===== config.mk =====
export PLATFORM = sky130hd
export DESIGN_NAME = multicycle_control
export DESIGN_NICKNAME = d
export VERILOG_FILES = /design/src/rtl/mips_pkg.sv /design/src/rtl/mc_output_decode.sv /design/src/rtl/multicycle_control.sv
export SDC_FILE = /design/constraint.sdc
export NUM_CORES = 1
export LEC_CHECK = 0
export BUFFER_PORTS_ARGS = -buffer_cell sky130_fd_sc_hd__buf_2
export CORE_ASPECT_RATIO = 0.75
export CORE_UTILIZATION = 40
export DETAILED_ROUTE_END_ITERATION = 12
export PLACE_DENSITY = 0.75
export REMOVE_ABC_BUFFERS = 1
export SETUP_SLACK_MARGIN = 0.5
export SKIP_CTS_REPAIR_TIMING = 1
export SLEW_MARGIN = 20
export SYNTH_ARGS = -nofsm -noshare
export SYNTH_HDL_FRONTEND = slang
export SYNTH_SLANG_ARGS = --single-unit

===== constraint.sdc =====
create_clock -name clock -period 4.4 [get_ports clock]
set_input_delay 0.22 -clock clock [delete_from_list [all_inputs] [get_ports clock]]
set_output_delay 0.22 -clock clock [all_outputs]
set_load 0.005 [all_outputs]

===== src/rtl/mips_pkg.sv =====
// Shared definitions for the multicycle MIPS controller: states, opcodes,
// datapath select encodings and the packed control-output bundle.
package mips_pkg;

    typedef enum logic [3:0] {
        FETCH     = 4'd0,
        DECODE    = 4'd1,
        MEM_ADDR  = 4'd2,
        MEM_READ  = 4'd3,
        MEM_WB    = 4'd4,
        MEM_WRITE = 4'd5,
        EXECUTE   = 4'd6,
        R_WB      = 4'd7,
        BRANCH    = 4'd8,
        ADDI_EX   = 4'd9,
        ADDI_WB   = 4'd10,
        JUMP      = 4'd11
    } state_t;

    localparam logic [5:0] OP_RTYPE = 6'h00;
    localparam logic [5:0] OP_LW    = 6'h23;
    localparam logic [5:0] OP_SW    = 6'h2B;
    localparam logic [5:0] OP_BEQ   = 6'h04;
    localparam logic [5:0] OP_J     = 6'h02;
    localparam logic [5:0] OP_ADDI  = 6'h08;

    localparam logic [1:0] SRCB_REGB    = 2'b00;
    localparam logic [1:0] SRCB_FOUR    = 2'b01;
    localparam logic [1:0] SRCB_IMM     = 2'b10;
    localparam logic [1:0] SRCB_IMM_SL2 = 2'b11;

    localparam logic [1:0] ALUOP_ADD   = 2'b00;
    localparam logic [1:0] ALUOP_SUB   = 2'b01;
    localparam logic [1:0] ALUOP_FUNCT = 2'b10;

    localparam logic [1:0] PCSRC_ALU    = 2'b00;
    localparam logic [1:0] PCSRC_ALUOUT = 2'b01;
    localparam logic [1:0] PCSRC_JUMP   = 2'b10;

    typedef struct packed {
        logic       pc_write;
        logic       pc_write_cond;
        logic       i_or_d;
        logic       mem_read;
        logic       mem_write;
        logic       mem_to_reg;
        logic       ir_write;
        logic       reg_write;
        logic       reg_dst;
        logic       alu_src_a;
        logic [1:0] alu_src_b;
        logic [1:0] alu_op;
        logic [1:0] pc_source;
    } ctrl_t;

    localparam ctrl_t CTRL_NONE = ctrl_t'(16'd0);

endpackage


===== src/rtl/mc_output_decode.sv =====
// Combinational state-to-control decode; only pc_write and ir_write look at
// mem_ready. JUMP decode is present only with MULTICYCLE_JUMP_EN.
module mc_output_decode
    import mips_pkg::*;
(
    input  state_t state,
    input  logic   mem_ready,
    output ctrl_t  ctrl
);

    // Per-state datapath enables and selects; anything unlisted stays low.
    always_comb begin
        ctrl = CTRL_NONE;
        case (state)
            FETCH: begin
                ctrl.mem_read  = 1'b1;
                ctrl.alu_src_b = SRCB_FOUR;
                ctrl.alu_op    = ALUOP_ADD;
                ctrl.pc_source = PCSRC_ALU;
                ctrl.ir_write  = mem_ready;
                ctrl.pc_write  = mem_ready;
            end
            DECODE: begin
                ctrl.alu_src_b = SRCB_IMM_SL2;
                ctrl.alu_op    = ALUOP_ADD;
            end
            MEM_ADDR, ADDI_EX: begin
                ctrl.alu_src_a = 1'b1;
                ctrl.alu_src_b = SRCB_IMM;
            end
            MEM_READ: begin
                ctrl.mem_read = 1'b1;
                ctrl.i_or_d   = 1'b1;
            end
            MEM_WB: begin
                ctrl.reg_write  = 1'b1;
                ctrl.mem_to_reg = 1'b1;
            end
            MEM_WRITE: begin
                ctrl.mem_write = 1'b1;
                ctrl.i_or_d    = 1'b1;
            end
            EXECUTE: begin
                ctrl.alu_src_a = 1'b1;
                ctrl.alu_src_b = SRCB_REGB;
                ctrl.alu_op    = ALUOP_FUNCT;
            end
            R_WB: begin
                ctrl.reg_write = 1'b1;
                ctrl.reg_dst   = 1'b1;
            end
            BRANCH: begin
                ctrl.alu_src_a     = 1'b1;
                ctrl.alu_op        = ALUOP_SUB;
                ctrl.pc_write_cond = 1'b1;
                ctrl.pc_source     = PCSRC_ALUOUT;
            end
            ADDI_WB: begin
                ctrl.reg_write = 1'b1;
            end
`ifdef MULTICYCLE_JUMP_EN
            JUMP: begin
                ctrl.pc_write  = 1'b1;
                ctrl.pc_source = PCSRC_JUMP;
            end
`endif
            default: begin
                ctrl = CTRL_NONE;
            end
        endcase
    end

endmodule


===== src/rtl/multicycle_control.sv =====
// Multicycle MIPS control FSM with memory-ready stalls and a retired-instruction
// counter. Define MULTICYCLE_JUMP_EN to support the j instruction.
module multicycle_control
    import mips_pkg::*;
#(
    parameter int OPC_W = 6,
    parameter int CNT_W = 32
) (
    input  logic             clock,
    input  logic             reset,
    input  logic [OPC_W-1:0] Op,
    input  logic             Zero,
    input  logic             mem_ready,
    output logic             PCWrite,
    output logic             PCWriteCond,
    output logic             IorD,
    output logic             MemRead,
    output logic             MemWrite,
    output logic             MemtoReg,
    output logic             IRWrite,
    output logic             RegWrite,
    output logic             RegDst,
    output logic             ALUSrcA,
    output logic [1:0]       ALUSrcB,
    output logic [1:0]       ALUOp,
    output logic [1:0]       PCSource,
    output logic             illegal,
    output logic [CNT_W-1:0] retired
);

    state_t           state_r;
    state_t           state_s;
    logic             illegal_s;
    logic             retire_s;
    logic [CNT_W-1:0] retired_r;
    ctrl_t            ctrl_s;
    logic             unused_zero_s;

    // The branch decision is made in the datapath, which gates PC with Zero.
    assign unused_zero_s = Zero;

    // State register.
    always_ff @(posedge clock or negedge reset) begin
        if (!reset) begin
            state_r <= FETCH;
        end else begin
            state_r <= state_s;
        end
    end

    // Next-state selection and illegal-opcode detection.
    always_comb begin
        state_s   = state_r;
        illegal_s = 1'b0;
        case (state_r)
            FETCH: begin
                if (mem_ready) state_s = DECODE;
                else           state_s = FETCH;
            end
            DECODE: begin
                case (Op)
                    OPC_W'(OP_LW), OPC_W'(OP_SW): state_s = MEM_ADDR;
                    OPC_W'(OP_RTYPE):             state_s = EXECUTE;
                    OPC_W'(OP_BEQ):               state_s = BRANCH;
                    OPC_W'(OP_ADDI):              state_s = ADDI_EX;
`ifdef MULTICYCLE_JUMP_EN
                    OPC_W'(OP_J):                 state_s = JUMP;
`endif
                    default: begin
                        state_s   = FETCH;
                        illegal_s = 1'b1;
                    end
                endcase
            end
            MEM_ADDR: begin
                if (Op == OPC_W'(OP_SW)) state_s = MEM_WRITE;
                else                     state_s = MEM_READ;
            end
            MEM_READ: begin
                if (mem_ready) state_s = MEM_WB;
                else           state_s = MEM_READ;
            end
            MEM_WRITE: begin
                if (mem_ready) state_s = FETCH;
                else           state_s = MEM_WRITE;
            end
            EXECUTE:  state_s = R_WB;
            ADDI_EX:  state_s = ADDI_WB;
            MEM_WB, R_WB, BRANCH, ADDI_WB: state_s = FETCH;
`ifdef MULTICYCLE_JUMP_EN
            JUMP:     state_s = FETCH;
`endif
            default:  state_s = FETCH;
        endcase
    end

    // A FETCH stall loop is not a new instruction, and an illegal exit never retires.
    assign retire_s = (state_s == FETCH) && (state_r != FETCH) && !illegal_s;

    // Retired-instruction counter; wraps naturally at 2^CNT_W.
    always_ff @(posedge clock or negedge reset) begin
        if (!reset) begin
            retired_r <= {CNT_W{1'b0}};
        end else if (retire_s) begin
            retired_r <= retired_r + CNT_W'(1);
        end else begin
            retired_r <= retired_r;
        end
    end

    mc_output_decode u_output_decode (
        .state     (state_r),
        .mem_ready (mem_ready),
        .ctrl      (ctrl_s)
    );

    assign PCWrite     = ctrl_s.pc_write;
    assign PCWriteCond = ctrl_s.pc_write_cond;
    assign IorD        = ctrl_s.i_or_d;
    assign MemRead     = ctrl_s.mem_read;
    assign MemWrite    = ctrl_s.mem_write;
    assign MemtoReg    = ctrl_s.mem_to_reg;
    assign IRWrite     = ctrl_s.ir_write;
    assign RegWrite    = ctrl_s.reg_write;
    assign RegDst      = ctrl_s.reg_dst;
    assign ALUSrcA     = ctrl_s.alu_src_a;
    assign ALUSrcB     = ctrl_s.alu_src_b;
    assign ALUOp       = ctrl_s.alu_op;
    assign PCSource    = ctrl_s.pc_source;
    assign illegal     = illegal_s;
    assign retired     = retired_r;

endmodule


==> results of run 1 <==
==> sequential cells by signal, summed over array words and instances (netlist names) <==
register and count:
retired 32, state_r 4
==> metrics by stage <==
step	utilization, %	area, um^2	setup WS [ns]	instances
2_1_floorplan	-	2040	1.88	198
3_3_place_gp	48.1	2420	1.63	327
3_5_place_dp	48.1	2420	1.62	327
4_1_cts	50.0	2520	1.61	334
5_1_grt	50.3	2530	1.75	335
6_report	50.3	2530	1.92	335
==> path summary, 6_finish.rpt <==
kind | from | to | slack [ns]
worst max-delay path | state_r[2]$_DFF_PN0_ | retired[1]$_DFFE_PN0P_ | 1.92
worst max register to register | state_r[2]$_DFF_PN0_ | retired[1]$_DFFE_PN0P_ | 1.92
worst min register to register | retired[31]$_DFFE_PN0P_ | retired[31]$_DFFE_PN0P_ | 0.47
min in group clock | Op[4] | state_r[1]$_DFF_PN0_ | 0.35
worst min-delay path | reset | retired[29]$_DFFE_PN0P_ | 0.003
max in group asynchronous | reset | retired[9]$_DFFE_PN0P_ | 3.91
==> power groups by stage <==
stage / Sequential, mW / Clock [mW] / Combinational (mW)
floorplan: 0.422 / 0 / 0.257
global placement: 0.432 / 0 / 0.390
detailed placement: 0.435 / 0 / 0.396
CTS: 0.429 / 0.255 / 0.396
global route: 0.439 / 0.268 / 0.458
finish: 0.430 / 0.249 / 0.416
==> worst reg2reg max path, delay by kind of cell, from the launching register on <==
kind	cells	cell delay, ns
AOI/OAI and AO/OA	3	0.73
buffers and inverters	1	0.35
DFF	1	0.61
muxes	1	0.31
and+or+nand+nor	2	0.38
==> cells by family after synthesis <==
logic type               Yosys count  share of synthesized area (%)
AO/OA/AOI/OAI                     16                           6.07
XOR/XNOR                          33                           13.4
adder cells (fa/ha/maj)            1                          0.578
buffers and inverters             19                           6.30
flip-flops                        36                           41.6
multiplexers                       3                           1.45
other                              1                          0.173
AND/OR/NAND/NOR                  104                           30.5
==> routing by layer <==
| layer | up-vias | track usage [%] | wire length [um] |
|---|---|---|---|
| met4 | 0 | 5.21 | 51 |
| met5 | - | 0 | 0 |
| met1 | 864 | 24.3 | 2200 |
| li1 | 877 | - | - |
| met2 | 48 | 25.2 | 2040 |
| met3 | 6 | 3.89 | 236 |
==> cell usage after synthesis, types with 6 or more instances <==
master    n
nor3_1    6
nand2_1   6
nand4_1  17
nor2_1    8
nand3_1  20
buf_6     6
xnor2_1  31
and3_1   17
dfrtp_1  36
==> final cells by class <==
| class | count | share of cell area, % |
|---|---|---|
| Tap cell | 72 | 3.56 |
| Timing Repair Buffer | 58 | 12.0 |
| Clock buffer | 7 | 3.80 |
| Multi-Input combinational cell | 158 | 44.5 |
| Inverter | 4 | 0.593 |
| Sequential cell | 36 | 35.6 |
==> impl_metrics.tcl, run 1 <==
set metrics [dict create \
    drt_pre_antenna_iters 4 \
    p_int_mw 0.673 \
    drtIter0Drc 185 \
    gp_congestion 0.787 \
    syn-cell-area_um2 2160 \
    synthTopCellsByArea "dfrtp_1 42%, xnor2_1 13%, and3_1 4.9%, nand4_1 4.9%, nand3_1 4.6%" \
    critPathRequiredTime_ns 4.57 \
    overflow 0 \
    clock.fmax_ghz 0.403 \
    ff2ff_path_depth 7 \
    drv_cap 0 \
    grt_pass1_wl_um 7390 \
    antenna_found_initial 0 \
    synth_top_area_share_pct 41.6 \
    rsz0062_at_grt "no" \
    crit_type "register to register" \
    tightestPinTransition_ns 0.765 \
    crit_path_top_delay_cell "dfrtp_1" \
    synth_edf_count 0 \
    cp_num_cells 7 \
    critical_path_buf_inv_count 1 \
    dpl.hpwl_um 3210 \
    period_share_pct 56.4 \
    ys_types 45 \
    pwr-share-comb_pct 38.0 \
    antenna_left 0 \
    setup_tns_ns 0 \
    layout_common_cells "56 x buf_2, 36 x dfrtp_1, 31 x xnor2_1" \
    clock-root-buffer "clkbuf_8" \
    critical-path-top-delay-family "compound AO/OA/AOI/OAI gates" \
    grt_use_total_pct 16.9 \
    seqCellArea_um2 901 \
    vias 1795 \
    swShare_pct 38.5 \
    wl_per_cell_um 13.5 \
    start_kind "register" \
    pwr-share-seq_pct 39.3 \
    setup-violations-final 0 \
    core-area_um2 5040 \
    ys_ff_latch 36 \
    cts_buffer_depth 2 \
    antenna_cells 0 \
    yosys_most_used_dff "dfrtp_1" \
    cts_num_sinks 36 \
    final_common_cell "buf_2" \
    path_clk_slew_ns 0.07 \
    yosys_warnings 0 \
    htree_levels 2 \
    grt_pass1_vias 1531 \
    portBuffers 56 \
    fill_cells 477 \
    final_layout_size_suffix_gt1_share_pct 27.8 \
    syn_avg_cell_area_um2 10.2 \
    synthCells 213 \
    powerDensity_nw_per_um2 432 \
    nNetsFinal 274 \
    crit_chain "and4b_1 -> o31a_1 -> a211o_1 -> a211oi_4 -> buf_4 -> nand2_2 -> mux2_1" \
    skew_ns 0.00318 \
    fin_crit_ns 2.48 \
    via_per_inst 5.36 \
    maxSlewViolCount 0 \
    end_kind "register" \
    wirelength_um 4520 \
    die_x_um 86.9 \
    fin_total_pwr_mw 1.09 \
    grt_max_degree 37 \
    multi_input_comb_area_um2 1130 \
    power_switching_mw 0.421 \
    hold_ws_ns 0.00341 \
    row_count 22 \
    die_y_um 65.7 \
    insertion_delay_ns 0.28 \
    p_clk_share_pct 22.7 \
    cts_tree "yes" \
    start_util_pct 43.0 \
    leakagePower_nw 1.24 \
    async_reset_ff_share_pct 100 \
    ios 59 \
    dieArea_um2 5710 \
    cp.arrival_ns 2.65 \
    yosysTopAreaCell "dfrtp_1" \
    hp-class "input port to asynchronous set/reset pin" \
    crit_fanout 31 \
    numCtsBuffers 5 \
    drcViolationCount 0 \
    seq_area_frac_synth_pct 41.6 \
    crit_path_max_incr_delay_ns 0.61 \
    status "finished clean" \
    hold_viol_final 0 \
    slew_headroom_pct 49.0 \
    ir_drop_uv 266 \
    areaGrowthSynthToFinish_pct 17.0 \
]
Power figures use the tool's default switching activity.
==> run 2: changes to the inputs <==
--- a/config.mk
+++ b/config.mk
@@ -5,11 +5,12 @@
 export SDC_FILE = /design/constraint.sdc
 export NUM_CORES = 1
 export LEC_CHECK = 0
+export ABC_AREA = 1
 export BUFFER_PORTS_ARGS = -buffer_cell sky130_fd_sc_hd__buf_2
 export CORE_ASPECT_RATIO = 0.75
 export CORE_UTILIZATION = 40
 export DETAILED_ROUTE_END_ITERATION = 12
-export PLACE_DENSITY = 0.75
+export PLACE_DENSITY = 0.72
 export REMOVE_ABC_BUFFERS = 1
 export SETUP_SLACK_MARGIN = 0.5
 export SKIP_CTS_REPAIR_TIMING = 1
==> constraint.sdc (replaced) <==
create_clock -name clock -period 2.5 [get_ports clock]
set_input_delay 0.125 -clock clock [delete_from_list [all_inputs] [get_ports clock]]
set_output_delay 0.125 -clock clock [all_outputs]
set_load 0.005 [all_outputs]
==> impl_metrics.tcl, run 2 <==
set metrics [dict create \
    gp_congestion 0.890 \
    syn-cell-area_um2 2930 \
    crit_type "register to register" \
    grt_pass1_vias 2522 \
    antenna_found_initial 0 \
    path_clk_slew_ns 0.07 \
    htree_levels 2 \
    skew_ns 0.00383 \
    grt_max_degree 37 \
    final_area_um2 3400 \
    cts_num_sinks 36 \
    ir_drop_uv 554 \
    synthCells 440 \
    antenna_cells 0 \
    violations "negative hold slack" \
    synth.most_common_cell "nand2_1" \
    row_count 26 \
    async_reset_ff_share_pct 100 \
    seq_area_frac_synth_pct 30.8 \
    drt_pre_antenna_iters 7 \
    leakagePower_nw 1.80 \
    multi_input_comb_area_um2 1780 \
    die_y_um 76.1 \
    synth_common_cells "142 x nand2_1, 59 x nor2_1, 46 x nand3_1" \
    r2r_end "retired[25]$_DFFE_PN0P_" \
    synthTopCellsByArea "dfrtp_1 31%, nand2_1 18%, nand2_2 8.5%, nand3_1 7.9%, nor2_1 7.6%" \
    ios 59 \
    setup_ws_ns 0.643 \
    numCtsBuffers 5 \
    drcViolationCount 0 \
    clock-root-buffer "clkbuf_8" \
    synth_edf_count 0 \
    layout_common_cells "142 x nand2_1, 59 x nor2_1, 56 x buf_2" \
    dpl.hpwl_um 5330 \
    maxSlewViolCount 0 \
    powerDensity_nw_per_um2 831 \
    areaGrowthSynthToFinish_pct 16.0 \
    final_common_cell "nand2_1" \
    antenna_left 0 \
    fin_crit_ns 1.86 \
    startpoint "state_r[1]$_DFF_PN0_" \
    wirelength_um 7670 \
    start_util_pct 42.3 \
    setup_tns_ns 0 \
    drv_cap 0 \
    ff2ff_path_depth 10 \
    crit_fanout 16 \
    r2r_start "state_r[1]$_DFF_PN0_" \
    fill_cells 696 \
    hold_viol_final 36 \
    die_x_um 101 \
    syn_avg_cell_area_um2 6.65 \
    insertion_delay_ns 0.30 \
    dp_slack_ns -0.0737 \
    drtIter0Drc 361 \
    wl_per_cell_um 12.9 \
    status "complete, but fails checks" \
    via_per_inst 4.95 \
    core-area_um2 6930 \
    tightestPinTransition_ns 0.811 \
    seqCellArea_um2 902 \
    hold_ws_ns -0.0820 \
    period_share_pct 74.3 \
    overflow 0 \
    critPathRequiredTime_ns 2.74 \
    ff2ff_setup_slack_ns 0.64 \
    largest_register_ff_count 32 \
    start_kind "register" \
    yosysTopAreaCell "dfrtp_1" \
    clock.fmax_ghz 0.539 \
    endpoint "retired[25]$_DFFE_PN0P_" \
    dieArea_um2 7670 \
    fin_total_pwr_mw 2.82 \
    end_kind "register" \
    nNetsFinal 508 \
    synth_top_area_share_pct 30.8 \
    slew_headroom_pct 45.9 \
    place_area_um2 3210 \
    yosys_warnings 0 \
    hp-class "input port to asynchronous set/reset pin" \
    cts_buffer_depth 2 \
    ys_types 26 \
    rsz0062_at_grt "no" \
    grt_pass1_wl_um 12200 \
    ys_ff_latch 36 \
    grt_use_total_pct 19.9 \
    final_layout_size_suffix_gt1_share_pct 27.9 \
    setup-violations-final 0 \
    yosys_most_used_dff "dfrtp_1" \
    cp.arrival_ns 2.09 \
    vias 2953 \
    cts_tree "yes" \
    portBuffers 56 \
]
## run 2: logic make-up (layout without fill, tap and decap cells)
| group | count (synthesis) | after routing | synth area share (%) |
|---|---|---|---|
| compound gates | 5 | 5 | 0.983 |
| buf+inv | 54 | 110 | 9.49 |
| simple gates | 325 | 327 | 52.8 |
| other cells | 1 | 1 | 0.128 |
| xor+xnor | 18 | 18 | 5.38 |
| flops | 36 | 36 | 30.8 |
| fa+ha+maj | 1 | 1 | 0.427 |
## run 2: final cells by class
type,instances,share of cell area [%]
Timing Repair Buffer,61,10.2
Tap cell,98,3.61
Clock buffer,8,2.65
Sequential cell,36,26.6
Multi-Input combinational cell,352,52.4
Inverter,41,4.53
## run 2: worst min path at each step
stage | from | end | cells after the start
2_1_floorplan | reset | retired[0]$_DFFE_PN0P_ | 0
3_3_place_gp | reset | retired[31]$_DFFE_PN0P_ | 1
3_5_place_dp | reset | retired[23]$_DFFE_PN0P_ | 1
4_1_cts | reset | retired[23]$_DFFE_PN0P_ | 1
5_1_grt | reset | retired[30]$_DFFE_PN0P_ | 1
6_report | reset | retired[20]$_DFFE_PN0P_ | 1
## run 2: per-stage QoR
step | utilization [%] | cells
2_1_floorplan | - | 427
3_3_place_gp | 46.4 | 582
3_5_place_dp | 46.4 | 582
4_1_cts | 47.7 | 590
5_1_grt | 49.0 | 596
6_report | 49.0 | 596
## run 2: power breakdown
group,internal [mW],total [mW],switching [mW]
logic,0.556,1.64,1.08
clock network,0.225,0.442,0.217
registers,0.639,0.741,0.103
total,1.42,2.82,1.40
## run 2: routing by layer
metal	wire [um]	up-vias	global-route usage, %
li1	-	1479	-
met1	3740	1353	29.3
met2	3240	105	30.2
met3	566	16	3.21
met4	127	0	4.78
met5	0	-	0
## run 2: critical path: stages (launching register included)
cell	delay (ns)
dfrtp_1	0.48
inv_2	0.11
nand2_2	0.08
nor2_4	0.19
nand2_2	0.08
o21ai_2	0.29
nor2_4	0.14
nand3_4	0.12
buf_12	0.18
nand2_1	0.07
nand2_1	0.06
==> run 3: changes to the inputs <==
--- a/config.mk
+++ b/config.mk
@@ -5,12 +5,12 @@
 export SDC_FILE = /design/constraint.sdc
 export NUM_CORES = 1
 export LEC_CHECK = 0
-export ABC_AREA = 1
+export ABC_AREA = 0
 export BUFFER_PORTS_ARGS = -buffer_cell sky130_fd_sc_hd__buf_2
 export CORE_ASPECT_RATIO = 0.75
 export CORE_UTILIZATION = 40
 export DETAILED_ROUTE_END_ITERATION = 12
-export PLACE_DENSITY = 0.72
+export PLACE_DENSITY = 0.75
 export REMOVE_ABC_BUFFERS = 1
 export SETUP_SLACK_MARGIN = 0.5
 export SKIP_CTS_REPAIR_TIMING = 1
==> constraint.sdc (replaced) <==
create_clock -name clock -period 1.84 [get_ports clock]
set_input_delay 0.092 -clock clock [delete_from_list [all_inputs] [get_ports clock]]
set_output_delay 0.092 -clock clock [all_outputs]
set_load 0.005 [all_outputs]
==> impl_metrics.tcl, run 3 (synthesized netlist as in run 1, its figures left out) <==
set metrics [dict create \
    layout_common_cells "56 x buf_2, 39 x buf_4, 33 x dfrtp_1" \
    period_share_pct 117 \
    gp_congestion 0.818 \
    crit_path_max_incr_delay_ns 0.47 \
    critical-path-top-delay-family "compound AO/OA/AOI/OAI gates" \
    ff2ff_setup_slack_ns -0.31 \
    antenna_found_initial 0 \
    via_per_inst 5.38 \
    rsz0062_at_grt "yes" \
    htree_levels 2 \
    cp_num_cells 7 \
    crit_path_top_delay_cell "dfrtp_2" \
    drv_cap 0 \
    final_common_cell "buf_2" \
    powerDensity_nw_per_um2 1100 \
    cts_buffer_depth 2 \
    core-area_um2 5040 \
    crit_chain "nor4bb_2 -> o31a_1 -> a211o_1 -> a211oi_4 -> buf_6 -> nand2_4 -> mux2_4" \
    final_layout_size_suffix_gt1_share_pct 48.1 \
    critPathRequiredTime_ns 2.01 \
    antenna_left 0 \
    grt_pass1_vias 1720 \
    status "complete, but fails checks" \
    nNetsFinal 327 \
    critical_path_buf_inv_count 1 \
    portBuffers 56 \
    violations "negative setup slack" \
    dpl.hpwl_um 3690 \
    clock-root-buffer "clkbuf_8" \
    endpoint "retired[1]$_DFFE_PN0P_" \
    cts_num_sinks 36 \
    grt_use_total_pct 18.4 \
    path_clk_slew_ns 0.07 \
    antenna_cells 0 \
    fill_cells 389 \
    tightestPinTransition_ns 0.798 \
    start_kind "register" \
    drtIter0Drc 127 \
    vias 2089 \
    slew_headroom_pct 46.8 \
    maxSlewViolCount 0 \
    grt_pass1_wl_um 8160 \
    ff2ff_path_depth 7 \
    largest_register_ff_count 32 \
    setup_ws_ns -0.308 \
    numCtsBuffers 5 \
    overflow 0 \
    crit_type "register to register" \
    r2r_end "retired[1]$_DFFE_PN0P_" \
    leakagePower_nw 1.56 \
    hold_ws_ns 0.261 \
    drcViolationCount 0 \
    hold_viol_final 0 \
    row_count 22 \
    setup_tns_ns -7.59 \
    hp-class "input port to register" \
    wirelength_um 6030 \
    ios 59 \
    insertion_delay_ns 0.28 \
    r2r_start "state_r[0]$_DFF_PN0_" \
    die_y_um 65.7 \
    drt_pre_antenna_iters 4 \
    setup-violations-final 32 \
    skew_ns 0.00619 \
    end_kind "register" \
    dieArea_um2 5710 \
    cp.arrival_ns 2.31 \
    die_x_um 86.9 \
    cts_tree "yes" \
    crit_fanout 8 \
    grt_max_degree 37 \
    fin_crit_ns 2.15 \
    start_util_pct 43.0 \
    areaGrowthSynthToFinish_pct 47.0 \
    dp_slack_ns -0.282 \
    startpoint "state_r[0]$_DFF_PN0_" \
    wl_per_cell_um 15.5 \
    ir_drop_uv 700 \
    clock.fmax_ghz 0.465 \
]
## run 3: worst reg2reg max path, cell delays in order (launching register included)
cell      delay [ns]
dfrtp_2         0.47
nor4bb_2        0.21
o31a_1          0.31
a211o_1         0.27
a211oi_4        0.23
buf_6           0.20
nand2_4         0.06
mux2_4          0.29
## run 3: report_power, final
part           total, mW  switching [mW]  internal [mW]  leakage, nW
Clock              0.527           0.270          0.257       0.0410
Sequential          1.01           0.133          0.875        0.488
Combinational       1.97           0.965           1.01         1.03
## run 3: final cells by class
type                            instances  area, um^2  share of cell area [%]
Inverter                                4        17.5                   0.551
Clock inverter                          1        5.00                   0.157
Tap cell                               72        90.1                    2.83
Timing Repair Buffer                  111         764                    24.0
Sequential cell                        36         905                    28.4
Clock buffer                            6        72.6                    2.28
Multi-Input combinational cell        158        1330                    41.7
## run 3: layer usage
layer  part of all wire, %  up-vias  track usage, %
met4                   1.2        0            4.17
met5                     0        -               0
met3                   5.8       12            4.27
li1                      -      979               -
met2                    48       79            26.1
met1                    45     1019            28.1
## run 3: how the worst min path moves through the flow
stage                from                       to  cells after the start
floorplan           reset   retired[0]$_DFFE_PN0P_                      0
global placement    reset  retired[29]$_DFFE_PN0P_                      1
detailed placement  reset  retired[27]$_DFFE_PN0P_                      1
CTS                 reset  retired[22]$_DFFE_PN0P_                      1
global route        Op[5]     state_r[0]$_DFF_PN0_                      4
finish              Op[0]     state_r[0]$_DFF_PN0_                      4
## run 3: metrics by stage
step	util [%]	std cells	instance area, um^2	power [mW]
final	63.2	388	3180	3.51
after global routing	63.2	388	3180	3.71
after floorplan	-	198	2040	1.62
after detailed placement	53.6	364	2700	2.28
after CTS	55.1	371	2780	2.81
after global placement	53.6	364	2700	2.26
